$ cat config.mk
export PLATFORM = sky130hd
export DESIGN_NAME = serial_adder
export DESIGN_NICKNAME = d
export VERILOG_FILES = /design/src/rtl/serial_adder.sv
export SDC_FILE = /design/constraint.sdc
export NUM_CORES = 1
export LEC_CHECK = 0
export ABC_AREA = 1
export CAP_MARGIN = 25
export CELL_PAD_IN_SITES_DETAIL_PLACEMENT = 0
export CELL_PAD_IN_SITES_GLOBAL_PLACEMENT = 1
export CORE_MARGIN = 5
export CORE_UTILIZATION = 36
export DETAILED_ROUTE_END_ITERATION = 6
export GPL_TIMING_DRIVEN = 0
export PLACE_DENSITY_LB_ADDON = 0.15
export SLEW_MARGIN = 5
export SYNTH_ARGS = -nofsm -noshare
export SYNTH_HDL_FRONTEND = slang
export SYNTH_SLANG_ARGS = --single-unit
$ cat constraint.sdc
create_clock -name i_clock -period 1.4 [get_ports i_clock]
set_input_delay 0.35 -clock i_clock [delete_from_list [all_inputs] [get_ports i_clock]]
set_output_delay 0.35 -clock i_clock [all_outputs]
set_load 0.05 [all_outputs]
$ cat src/rtl/serial_adder.sv
// Bit-serial adder: one full adder plus a carry flop walks the operands LSB first
// and publishes {o_carry, o_sum} with a single-cycle done pulse.
module serial_adder #(
  parameter int BITS = 4
) (
  input  logic            i_clock,
  input  logic            i_reset,
  input  logic            i_start,
  input  logic [BITS-1:0] i_augend,
  input  logic [BITS-1:0] i_addend,
  output logic            o_busy,
  output logic            o_done,
  output logic [BITS-1:0] o_sum,
  output logic            o_carry
);

  localparam int NW = (BITS > 1) ? $clog2(BITS) : 1;

  typedef enum logic [1:0] {IDLE, ADD, DONE} state_t;

  state_t          r_state;
  state_t          w_next;
  logic [BITS-1:0] r_a;
  logic [BITS-1:0] r_b;
  logic [BITS-1:0] r_p;
  logic            r_c;
  logic [NW-1:0]   r_n;
  logic            r_busy;
  logic            r_done;
  logic [BITS-1:0] r_sum;
  logic            r_carry;

  logic            w_s;
  logic            w_c_next;
  logic [BITS-1:0] w_s_vec;
  logic [BITS-1:0] w_p_next;
  logic            w_last;
  logic            w_accept;

  assign w_s      = r_a[0] ^ r_b[0] ^ r_c;
  assign w_c_next = (r_a[0] & r_b[0]) | (r_a[0] & r_c) | (r_b[0] & r_c);
  assign w_s_vec  = BITS'(w_s);
  // The new sum bit enters at the MSB so that after BITS shifts P is LSB-aligned.
  assign w_p_next = (r_p >> 1) | (w_s_vec << (BITS - 1));
  assign w_last   = (r_n == NW'(BITS - 1));
  assign w_accept = i_start && ((r_state == IDLE) || (r_state == DONE));

  always_comb begin
    w_next = r_state;
    case (r_state)
      IDLE:    if (i_start) w_next = ADD;
      ADD:     if (w_last)  w_next = DONE;
      DONE:    w_next = i_start ? ADD : IDLE;
      default: w_next = IDLE;
    endcase
  end

  always_ff @(posedge i_clock) begin
    if (i_reset) r_state <= IDLE;
    else         r_state <= w_next;
  end

  always_ff @(posedge i_clock) begin
    if (i_reset) begin
      r_a     <= '0;
      r_b     <= '0;
      r_p     <= '0;
      r_c     <= 1'b0;
      r_n     <= '0;
      r_busy  <= 1'b0;
      r_done  <= 1'b0;
      r_sum   <= '0;
      r_carry <= 1'b0;
    end else begin
      r_busy <= (w_next == ADD);
      r_done <= (w_next == DONE);
      if (w_accept) begin
        r_a <= i_augend;
        r_b <= i_addend;
        r_p <= '0;
        r_c <= 1'b0;
        r_n <= '0;
      end else if (r_state == ADD) begin
        r_a <= r_a >> 1;
        r_b <= r_b >> 1;
        r_c <= w_c_next;
        r_p <= w_p_next;
        r_n <= r_n + NW'(1);
        // Outputs are loaded only from the final bit so partial sums never show.
        if (w_last) begin
          r_sum   <= w_p_next;
          r_carry <= w_c_next;
        end
      end
    end
  end

  assign o_busy  = r_busy;
  assign o_done  = r_done;
  assign o_sum   = r_sum;
  assign o_carry = r_carry;

endmodule
# Word-level counts from Yosys, hierarchy flattened
# Cells that the tools add are included.
# classes
add_sub_neg	1
eq_ne	5
n_mux	8
bitwise_logic	9
reduce_logical	6
# ops
op	count
$mux 4	4
$eq 2x2->1 const B	3
$pmux 2 s3	1
$eq 2x1->1 const B	2
$mux 2	2
$or 3x4->4	1
$and 1x1->1	3
$reduce_and 3->1	1
$add 2x1->2 const B	1
$logic_not 2->1	1
$or 1x1->1	2
$reduce_bool 2->1	1
$reduce_or 2->1	1
$xor 1x1->1	2
$logic_and 1x1->1	1
$logic_or 1x1->1	1
$mux 1	1
$not 1->1	1
# word_totals
reg_bits	24
input_bits	11

# Logic depth before layout (Yosys ltp)
# Gate-level depths: netlist of the first run.
# depth
word_depth	5
mapped_depth	6
ltp_nobuf	6

# Worst setup path after synthesis of the first run
# No wires, ideal clock.
# synth_path
path_kind	register to register
start	reg r_a[0]
end	reg r_sum[3] (netlist: o_sum[3])
t_arrival_ps	1040
t_required_ps	1330
setup_slack_ps	290
path_stages_with_launch	4
n_path_buf	0
synth_period_minus_slack_ps	1110
path_cell_list	dfxtp_1 > fa_1 > nand3_1 > a21oi_1
# synth_via
elab_chain_len	3
# synth_lines
item	line_no	text
start: declaration	23	logic [BITS-1:0] r_a;
start signal: assignment	78	r_a <= i_augend;
start signal: assignment	84	r_a <= r_a >> 1;
$xor 1x1->1 (2 in series)	40	assign w_s = r_a[0] ^ r_b[0] ^ r_c;
named net w_s	33	logic w_s;
$or 3x4->4	44	assign w_p_next = (r_p >> 1) | (w_s_vec << (BITS - 1));
end signal: assignment	91	r_sum <= w_p_next;
end: declaration	30	logic [BITS-1:0] r_sum;
# The timed path passes the listed nets, and every way through them passes these cells.
# A chain may end at the register's enable or synchronous reset.

# Worst setup path after layout of the first run
# layout_path
start	reg r_done (netlist: o_done)
end	out o_done
# layout_rtl
item	line_no	text
start: declaration	29	logic r_done;
start signal: assignment	76	r_done <= (w_next == DONE);
end: declaration	12	output logic o_done,
# No word-level cell between the ends.

==> impl_metrics.env, run 1 <==
export IMPL_cts_made_buffers=3
export IMPL_r2r_start="r_a[0]"
export IMPL_cpPeakStageDelay_ns=0.36
export IMPL_syn_nets=141
export IMPL_ant_nets=0
export IMPL_path_depth=1
export IMPL_ys_ff_latch=23
export IMPL_cts_tree="yes"
export IMPL_post_dp_cell_area_um2=1170
export IMPL_seq_area_frac_synth_pct=47.5
export IMPL_critPathMaxFanout=1
export IMPL_num_rows=18
export IMPL_ff2ff_path_depth=3
export IMPL_drv_slew=0
export IMPL_start_util_pct=38.4
export IMPL_powerDensity_nw_per_um2=1020
export IMPL_path_clk_slew_ns=0.12
export IMPL_finalNetCount=162
export IMPL_clock_sinks=23
export IMPL_detail_route_iter0_violations=19
export IMPL_ys_warn_count=0
export IMPL_crit_arrival_ns=0.99
export IMPL_fill_cells=263
export IMPL_report_final_setup_viol=0
export IMPL_num_vias=825
export IMPL_path_buf_inv=1
export IMPL_syn_avg_cell_area_um2=7.57
export IMPL_wl_per_cell_um=11.5
export IMPL_drt_total_wl_um=2040
export IMPL_place_congestion=0.726
export IMPL_dieArea_um2=3830
export IMPL_path_delay_family="buffers and inverters"
export IMPL_synth_edf_count=0
export IMPL_synth_area_um2=968
export IMPL_area_growth_syn_to_layout_pct=20.2
export IMPL_path_class="reg2out"
export IMPL_core_um2=2520
export IMPL_crit_path_start="o_done"
export IMPL_io_pins=18
export IMPL_timing_hold_ws_ns=0.321
export IMPL_synthTopCellsByCount="nand2_1 (33), dfxtp_1 (23), a21oi_1 (13), nand3_1 (13), inv_1 (12)"
export IMPL_peakVddDrop_uv=708
export IMPL_synth_top_area_cell="dfxtp_1"
export IMPL_cpMaxStageDelayCell="clkdlybuf4s15_2"
export IMPL_cts_max_level=1
export IMPL_post_cts_repair_setup_buffers=0
export IMPL_clk_latency_ns=0.30
export IMPL_finalHoldViolCount=0
export IMPL_worstMarginPinSlew_ns=0.320
export IMPL_timing_slew_headroom_pct=78.6
export IMPL_drc=0
export IMPL_fin_ws_ns=0.0636
export IMPL_cp_cell_sequence="clkdlybuf4s15_2"
export IMPL_die_w_um=61.9
export IMPL_synthFlopType="dfxtp_1"
export IMPL_grt_overflow=0
export IMPL_skew_ns=0.00166
export IMPL_die_h_um=61.9
export IMPL_crit_end="o_done"
export IMPL_vias_per_cell=4.63
export IMPL_fin_cells=178
export IMPL_first_pass_iters=4
export IMPL_crit_path_start_kind="register"
export IMPL_grt_pass1_vias=805
export IMPL_grt_setup_unrepaired="no"
export IMPL_cts_root_buf="clkbuf_4"
export IMPL_drive_above_1_share_pct=13.5
export IMPL_hold_path_class="in2reg"
export IMPL_run_status="completed"
export IMPL_synth_cells=128
export IMPL_synth_cell_types=19
export IMPL_place_hpwl_um=1440
export IMPL_crit_path_end_kind="primary output"
export IMPL_post_place_ws_ns=-0.239
export IMPL_stdcell_area_um2=1160
export IMPL_leakage_nw=0.524
export IMPL_grt_use_total_pct=13.0
export IMPL_synthTopCellsByArea="dfxtp_1 (48%), nand2_1 (13%), a21oi_1 (6.7%), nand3_1 (6.7%), inv_1 (4.7%)"
export IMPL_clk_path_buf_depth=2
export IMPL_reg2reg_setup_slack_ns=0.22
export IMPL_r2r_end="o_sum[3]"
export IMPL_antenna_found_initial=0
export IMPL_cp_data_required_time_ns=1.05
export IMPL_placed_cells=174
export IMPL_synth_most_common_cell="nand2_1"
export IMPL_antenna_cells=0
export IMPL_port_buffer_count=16
export IMPL_period_needed_ns=1.34
export IMPL_grt_max_degree=13
export IMPL_fin_util_pct=46.1
export IMPL_fin_crit_sh_pct=95.5
export IMPL_async_flop_share_pct=0
export IMPL_maxCapViolations=0
export IMPL_grt_pass1_wl_um=3660
export IMPL_synth_top_area_share_pct=47.5
export IMPL_fmaxAchievable_mhz=748
==> area by class of cell <==
cell class	count	area, um2	share of cell area, %
plain buffers	4	27.5	2.37
clock buffers	4	26.3	2.26
inverters	15	56.3	4.84
multi-input cells	86	424	36.5
flip-flops and latches	23	460	39.6
well taps	30	37.5	3.23
repair buffers	16	131	11.3
==> power by group <==
group	internal, W	leakage [nW]	switching [W]	total [W]
clock network	0.000111	0.0150	0.000191	0.000302
logic	0.0000781	0.321	0.000107	0.000185
registers	0.000685	0.188	0.0000188	0.000704
==> cells by family after synthesis <==
family | count (synthesis) | share of synthesized area, %
adder cells (fa/ha/maj) | 2 | 3.36
XOR/XNOR | 1 | 0.905
buffers and inverters | 19 | 8.66
flip-flops | 23 | 47.5
AND/OR/NAND/NOR | 68 | 31.8
AO/OA/AOI/OAI | 15 | 7.75
==> per-stage QoR <==
step / TNS [ns] / power (W)
floorplan: 0 / 0.000842
global placement: -2.89 / 0.000906
detailed placement: -2.85 / 0.000905
CTS: 0 / 0.00121
global route: 0 / 0.00127
finish: 0 / 0.00119
==> cells in the final DEF, fill, tap and decap left out, drive strengths merged <==
master,Yosys,layout
ha,1,1
nand3b,4,4
nand4,1,1
xor2,1,1
fa,1,1
dfxtp,23,23
clkdlybuf4s50,0,9
inv,14,14
o21ai,2,2
clkdlybuf4s15,0,1
nor3,3,3
buf,4,10
clkbuf,0,4
nor2,11,11
a21oi,13,13
nand3,13,13
nand2,36,36
clkinv,1,1
==> state kept, by name, summed over array words and instances (netlist names) <==
signal,cells
o_sum,4
r_a,4
r_b,4
r_p,3
r_n,2
r_state,2
o_busy,1
o_carry,1
o_done,1
r_c,1
==> worst min-delay path by stage <==
| stage | depth (start not counted) | from | to | slack (ns) |
|---|---|---|---|---|
| finish | 2 | i_reset | o_sum[3] | 0.32 |
| global route | 2 | i_reset | r_a[0] | 0.31 |
| CTS | 2 | i_reset | r_a[3] | 0.31 |
| detailed placement | 2 | o_carry | o_carry | 0.45 |
| global placement | 2 | o_carry | o_carry | 0.45 |
| floorplan | 2 | r_p[3] | o_sum[2] | 0.44 |
==> per-layer routing <==
metal,up-vias,track usage [%],part of all wire [%]
li1,448,-,-
met1,367,17.3,54
met2,8,19.6,42
met3,2,4.55,3.6
met4,0,4.55,0.93
met5,-,0,0
==> repair_timing <==
| item | CTS | global route |
|---|---|---|
| cloned | 0 | 0 |
| gates resized for setup | 23 | 10 |
| endpoints found under the setup margin | 7 | 5 |
| hold buffers | 0 | 0 |
| hold endpoints to repair | 0 | 0 |
Power figures use the tool's default switching activity.
==> inputs of run 2 (changes only) <==
- clock period: 1.4 -> 1.3 ns (I/O delays scaled with it)
==> run 2 against run 1 <==
Combinational power grew 8%. Count of clock-buffer cells in the layout is the same. Routed wire length grew 0.15%. Utilization up 0.25 points. Total power grew 8.0%. Largest cell class unchanged.
==> impl_metrics.env, run 2 (synthesis gave the netlist of run 1 again) <==
export IMPL_grt_max_degree=13
export IMPL_core_um2=2520
export IMPL_dieArea_um2=3830
export IMPL_drt_total_wl_um=2050
export IMPL_switching_share_pct=26.8
export IMPL_place_hpwl_um=1440
export IMPL_finalNetCount=162
export IMPL_skew_ns=0.00343
export IMPL_cts_root_buf="clkbuf_4"
export IMPL_critPathMaxFanout=2
export IMPL_place_congestion=0.726
export IMPL_r2r_end="o_sum[3]"
export IMPL_cpPeakStageDelay_ns=0.34
export IMPL_reg2reg_setup_slack_ns=0.12
export IMPL_crit_arrival_ns=0.91
export IMPL_path_delay_family="flip-flops"
export IMPL_final_common_cell="nand2_1"
export IMPL_grt_setup_unrepaired="no"
export IMPL_cts_made_buffers=3
export IMPL_timing_hold_ws_ns=0.292
export IMPL_port_buffer_count=16
export IMPL_p_sw_w=0.000344
export IMPL_crit_path_start_kind="register"
export IMPL_drv_slew=0
export IMPL_timing_slew_headroom_pct=80.0
export IMPL_leakage_nw=0.533
export IMPL_p_int_w=0.000942
export IMPL_holdBufCountCts=0
export IMPL_crit_path_end_kind="primary output"
export IMPL_crit_end="o_carry"
export IMPL_detail_route_iter0_violations=21
export IMPL_num_rows=18
export IMPL_wl_per_cell_um=11.5
export IMPL_peakVddDrop_uv=795
export IMPL_path_class="reg2out"
export IMPL_r2r_start="r_a[0]"
export IMPL_maxCapViolations=0
export IMPL_first_pass_iters=4
export IMPL_antenna_found_initial=0
export IMPL_clkPwrFrac_pct=25.5
export IMPL_clk_path_buf_depth=2
export IMPL_finalHoldViolCount=0
export IMPL_io_pins=18
export IMPL_cp_data_required_time_ns=0.98
export IMPL_grt_pass1_wl_um=3640
export IMPL_clock_sinks=23
export IMPL_fmaxAchievable_mhz=810
export IMPL_seq_power_share_pct=59.0
export IMPL_area_growth_syn_to_layout_pct=20.8
export IMPL_worstMarginPinSlew_ns=0.300
export IMPL_antenna_cells=0
export IMPL_num_vias=823
export IMPL_path_depth=1
export IMPL_ff2ff_path_depth=3
export IMPL_powerDensity_nw_per_um2=1100
export IMPL_cts_max_level=1
export IMPL_die_h_um=61.9
export IMPL_cp_cell_sequence="buf_2"
export IMPL_drc=0
export IMPL_vias_per_cell=4.62
export IMPL_clk_latency_ns=0.31
export IMPL_period_needed_ns=1.23
export IMPL_report_final_setup_viol=0
export IMPL_setup_tns_ns=0
export IMPL_cts_tree="yes"
export IMPL_crit_path_start="o_carry"
export IMPL_post_cts_repair_setup_buffers=0
export IMPL_drive_above_1_share_pct=14.2
export IMPL_die_w_um=61.9
export IMPL_grt_pass1_vias=797
export IMPL_p_comb_share_pct=15.5
export IMPL_grt_overflow=0
export IMPL_ant_nets=0
export IMPL_fin_crit_sh_pct=95.0
export IMPL_fill_cells=263
export IMPL_final_cell_mix="nand2_1 (33), dfxtp_1 (23), nand3_1 (13), a21oi_1 (13), inv_1 (12)"
export IMPL_run_status="completed"
export IMPL_path_buf_inv=1
export IMPL_hold_path_class="in2reg"
export IMPL_start_util_pct=38.4
export IMPL_grt_use_total_pct=13.0
export IMPL_cpMaxStageDelayCell="dfxtp_1"
export IMPL_path_clk_slew_ns=0.12
==> run 2: final cells by class <==
type	count	area [um2]	area share, %
well taps	30	37.5	3.21
flip-flops and latches	23	460	39.4
repair buffers	16	135	11.6
inverters	15	56.3	4.81
plain buffers	4	27.5	2.35
clock buffers	4	26.3	2.25
multi-input cells	86	427	36.5
==> run 2: worst register-to-register path: cells and delay by family, from the launching register on <==
family                   cells  cell delay (ns)
AND/OR/NAND/NOR              1             0.08
flip-flops                   1             0.35
AO/OA/AOI/OAI                1             0.14
adder cells (fa/ha/maj)      1             0.56
==> run 2: per-stage QoR <==
step / total power, W / std cells / worst slack [ns] / cell area [um2] / util [%]
global route: 0.00137 / 178 / 0.00248 / 1170 / 46.4
CTS: 0.00130 / 178 / 0.0308 / 1160 / 45.9
finish: 0.00129 / 178 / 0.0656 / 1170 / 46.4
detailed placement: 0.000975 / 174 / -0.314 / 1170 / 46.2
global placement: 0.000975 / 174 / -0.316 / 1170 / 46.2
floorplan: 0.000906 / 128 / 0.190 / 968 / -
==> run 2: what timing repair did <==
item | 4_1_cts | 5_1_grt
endpoints found under the setup margin | 7 | 9
pin swaps | 0 | 0
resized for setup | 35 | 5
==> run 2: how the worst min path moves through the flow <==
stage	startpoint	end	slack (ns)	cells after the start
floorplan	r_p[3]	o_sum[2]	0.44	2
global placement	o_carry	o_carry	0.45	2
detailed placement	o_carry	o_carry	0.45	2
CTS	i_reset	r_a[3]	0.28	2
global route	i_reset	r_a[0]	0.29	2
finish	i_reset	o_sum[3]	0.29	2
==> run 2: per-layer routing <==
metal | GRT usage [%] | up-vias | part of all wire [%]
met5 | 0 | - | 0
met4 | 4.55 | 0 | 0.93
met1 | 17.2 | 367 | 53
li1 | - | 444 | -
met2 | 19.6 | 10 | 42
met3 | 4.55 | 2 | 4.1
==> run 2: power by group through the flow <==
stage          combinational [W]  clock (W)  sequential, W
3_3_place_gp            0.000203          0       0.000773
6_report                0.000199   0.000328       0.000758
5_1_grt                 0.000225   0.000377       0.000763
2_1_floorplan           0.000128          0       0.000778
3_5_place_dp            0.000202          0       0.000773
4_1_cts                 0.000201   0.000346       0.000758
==> inputs of run 3 (changes only) <==
- CORE_UTILIZATION: 36 -> 38
- SETUP_SLACK_MARGIN: not set -> 0.4
- clock period: 1.3 -> 1.6 ns (I/O delays scaled with it)
==> run 3 against run 2 <==
Flip-flop and latch count did not move. Setup slack improved by 0.32 ns. Count of clock-buffer cells in the layout did not move. Critical path depth did not move. Combinational power fell by 17%. Design area rose by 8.0%. Clock power fell by 18%.
==> impl_metrics.env, run 3 (synthesis gave the netlist of run 1 again) <==
export IMPL_worstMarginPinSlew_ns=0.284
export IMPL_peakVddDrop_uv=545
export IMPL_p_comb_share_pct=15.8
export IMPL_p_sw_w=0.000285
export IMPL_maxCapViolations=0
export IMPL_crit_arrival_ns=0.81
export IMPL_grt_use_total_pct=13.1
export IMPL_critPathMaxFanout=2
export IMPL_io_pins=18
export IMPL_hold_path_class="in2reg"
export IMPL_dieArea_um2=3660
export IMPL_final_cell_mix="nand2_1 (33), dfxtp_1 (13), inv_1 (12), nand3_1 (12), a21oi_1 (12)"
export IMPL_clk_latency_ns=0.31
export IMPL_final_common_cell="nand2_1"
export IMPL_holdBufCountCts=0
export IMPL_cpMaxStageDelayCell="dfxtp_2"
export IMPL_fmaxAchievable_mhz=827
export IMPL_path_class="reg2out"
export IMPL_fill_cells=251
export IMPL_highest_layer="met4"
export IMPL_drive_above_1_share_pct=23.5
export IMPL_post_dp_cell_area_um2=1170
export IMPL_die_w_um=60.5
export IMPL_path_depth=1
export IMPL_crit_path_start_kind="register"
export IMPL_start_util_pct=39.4
export IMPL_period_needed_ns=1.21
export IMPL_die_h_um=60.5
export IMPL_cp_data_required_time_ns=1.20
export IMPL_path_buf_inv=1
export IMPL_powerDensity_nw_per_um2=835
export IMPL_place_congestion=0.744
export IMPL_clock_sinks=23
export IMPL_cp_cell_sequence="buf_6"
export IMPL_p_int_w=0.000770
export IMPL_run_status="completed"
export IMPL_area_growth_syn_to_layout_pct=30.5
export IMPL_drc=0
export IMPL_antenna_cells=0
export IMPL_fin_crit_sh_pct=75.6
export IMPL_whs_path_depth=2
export IMPL_switching_share_pct=27.0
export IMPL_finalNetCount=163
export IMPL_grt_setup_unrepaired="yes"
export IMPL_cts_tree="yes"
export IMPL_grt_pass1_wl_um=3570
export IMPL_detail_route_iter0_violations=26
export IMPL_drt_total_wl_um=2030
export IMPL_first_pass_iters=4
export IMPL_ant_nets=0
export IMPL_wl_met1_um=968
export IMPL_hold_start="i_reset"
export IMPL_dr_wl_met2_um=937
export IMPL_ff2ff_path_depth=3
export IMPL_cts_max_level=1
export IMPL_seq_power_share_pct=58.7
export IMPL_port_buffer_count=16
export IMPL_timing_slew_headroom_pct=81.1
export IMPL_num_rows=18
export IMPL_clk_path_buf_depth=2
export IMPL_crit_path_end_kind="primary output"
export IMPL_grt_overflow=0
export IMPL_met3WireLength_um=96
export IMPL_antenna_found_initial=0
export IMPL_num_vias=859
export IMPL_r2r_start="r_c"
export IMPL_place_hpwl_um=1490
export IMPL_path_clk_slew_ns=0.12
export IMPL_cts_made_buffers=3
export IMPL_skew_ns=0.00476
export IMPL_wl_per_cell_um=11.3
export IMPL_leakage_nw=0.544
export IMPL_drv_slew=0
export IMPL_cpPeakStageDelay_ns=0.36
export IMPL_stdcell_area_um2=1260
export IMPL_path_delay_family="flip-flops"
export IMPL_core_um2=2450
export IMPL_report_final_setup_viol=0
export IMPL_finalHoldViolCount=0
export IMPL_post_place_ws_ns=-0.104
export IMPL_clkPwrFrac_pct=25.5
export IMPL_crit_path_start="o_sum[3]"
export IMPL_vias_per_cell=4.80
export IMPL_grt_pass1_vias=824
export IMPL_grt_max_degree=13
export IMPL_cts_root_buf="clkbuf_4"
export IMPL_fin_ws_ns=0.390
[run 3: changes by cell type in the layout (fill, tap and decap cells not counted), moves of 3 or more]
cell / delta
buf_8: +4
dfxtp_2: +10
buf_2: -4
buf_6: +3
dfxtp_1: -10
clkbuf_4: -3
[run 3: final cells by class]
class / instances / area (um2) / area share [%]
Sequential cell: 23 / 473 / 37.4
Clock buffer: 4 / 26.3 / 2.08
Timing Repair Buffer: 17 / 190 / 15.0
Inverter: 15 / 56.3 / 4.46
Multi-Input combinational cell: 86 / 453 / 35.8
Tap cell: 30 / 37.5 / 2.97
Buffer: 4 / 27.5 / 2.18
[run 3: repair_timing]
action | 4_1_cts | 5_1_grt
buffers inserted | 0 | 1
endpoints found under the setup margin | 23 | 19
gates resized for setup | 59 | 12
pin swaps | 0 | 3
[run 3: routing by layer]
layer,track usage (%),vias up
li1,-,450
met3,2.98,4
met2,22.1,12
met1,16.4,393
met4,4.64,0
met5,0,-
[run 3: power by group through the flow]
stage | clock network [W] | registers (W) | logic (W)
2_1_floorplan | 0 | 0.000632 | 0.000104
3_3_place_gp | 0 | 0.000628 | 0.000164
3_5_place_dp | 0 | 0.000629 | 0.000164
4_1_cts | 0.000277 | 0.000617 | 0.000165
5_1_grt | 0.000306 | 0.000625 | 0.000188
6_report | 0.000269 | 0.000620 | 0.000166
[run 3: final timing paths]
path | end | slack (ns)
setup / recovery | o_sum[3] | 0.39
hold / removal | o_sum[3] | 0.35
setup reg to reg | o_sum[3] | 0.45
hold reg to reg | o_sum[2] | 0.48
[run 3: through the flow]
step	utilization, %	std cells	hold slack [ns]	total power, W	setup TNS, ns
after floorplan	-	128	0.438	0.000737	0
after global placement	47.5	174	0.451	0.000792	-0.353
final	51.5	179	0.351	0.00105	0
after detailed placement	47.5	174	0.453	0.000793	-0.348
after CTS	49.6	178	0.352	0.00106	0
after global routing	51.5	179	0.360	0.00112	0
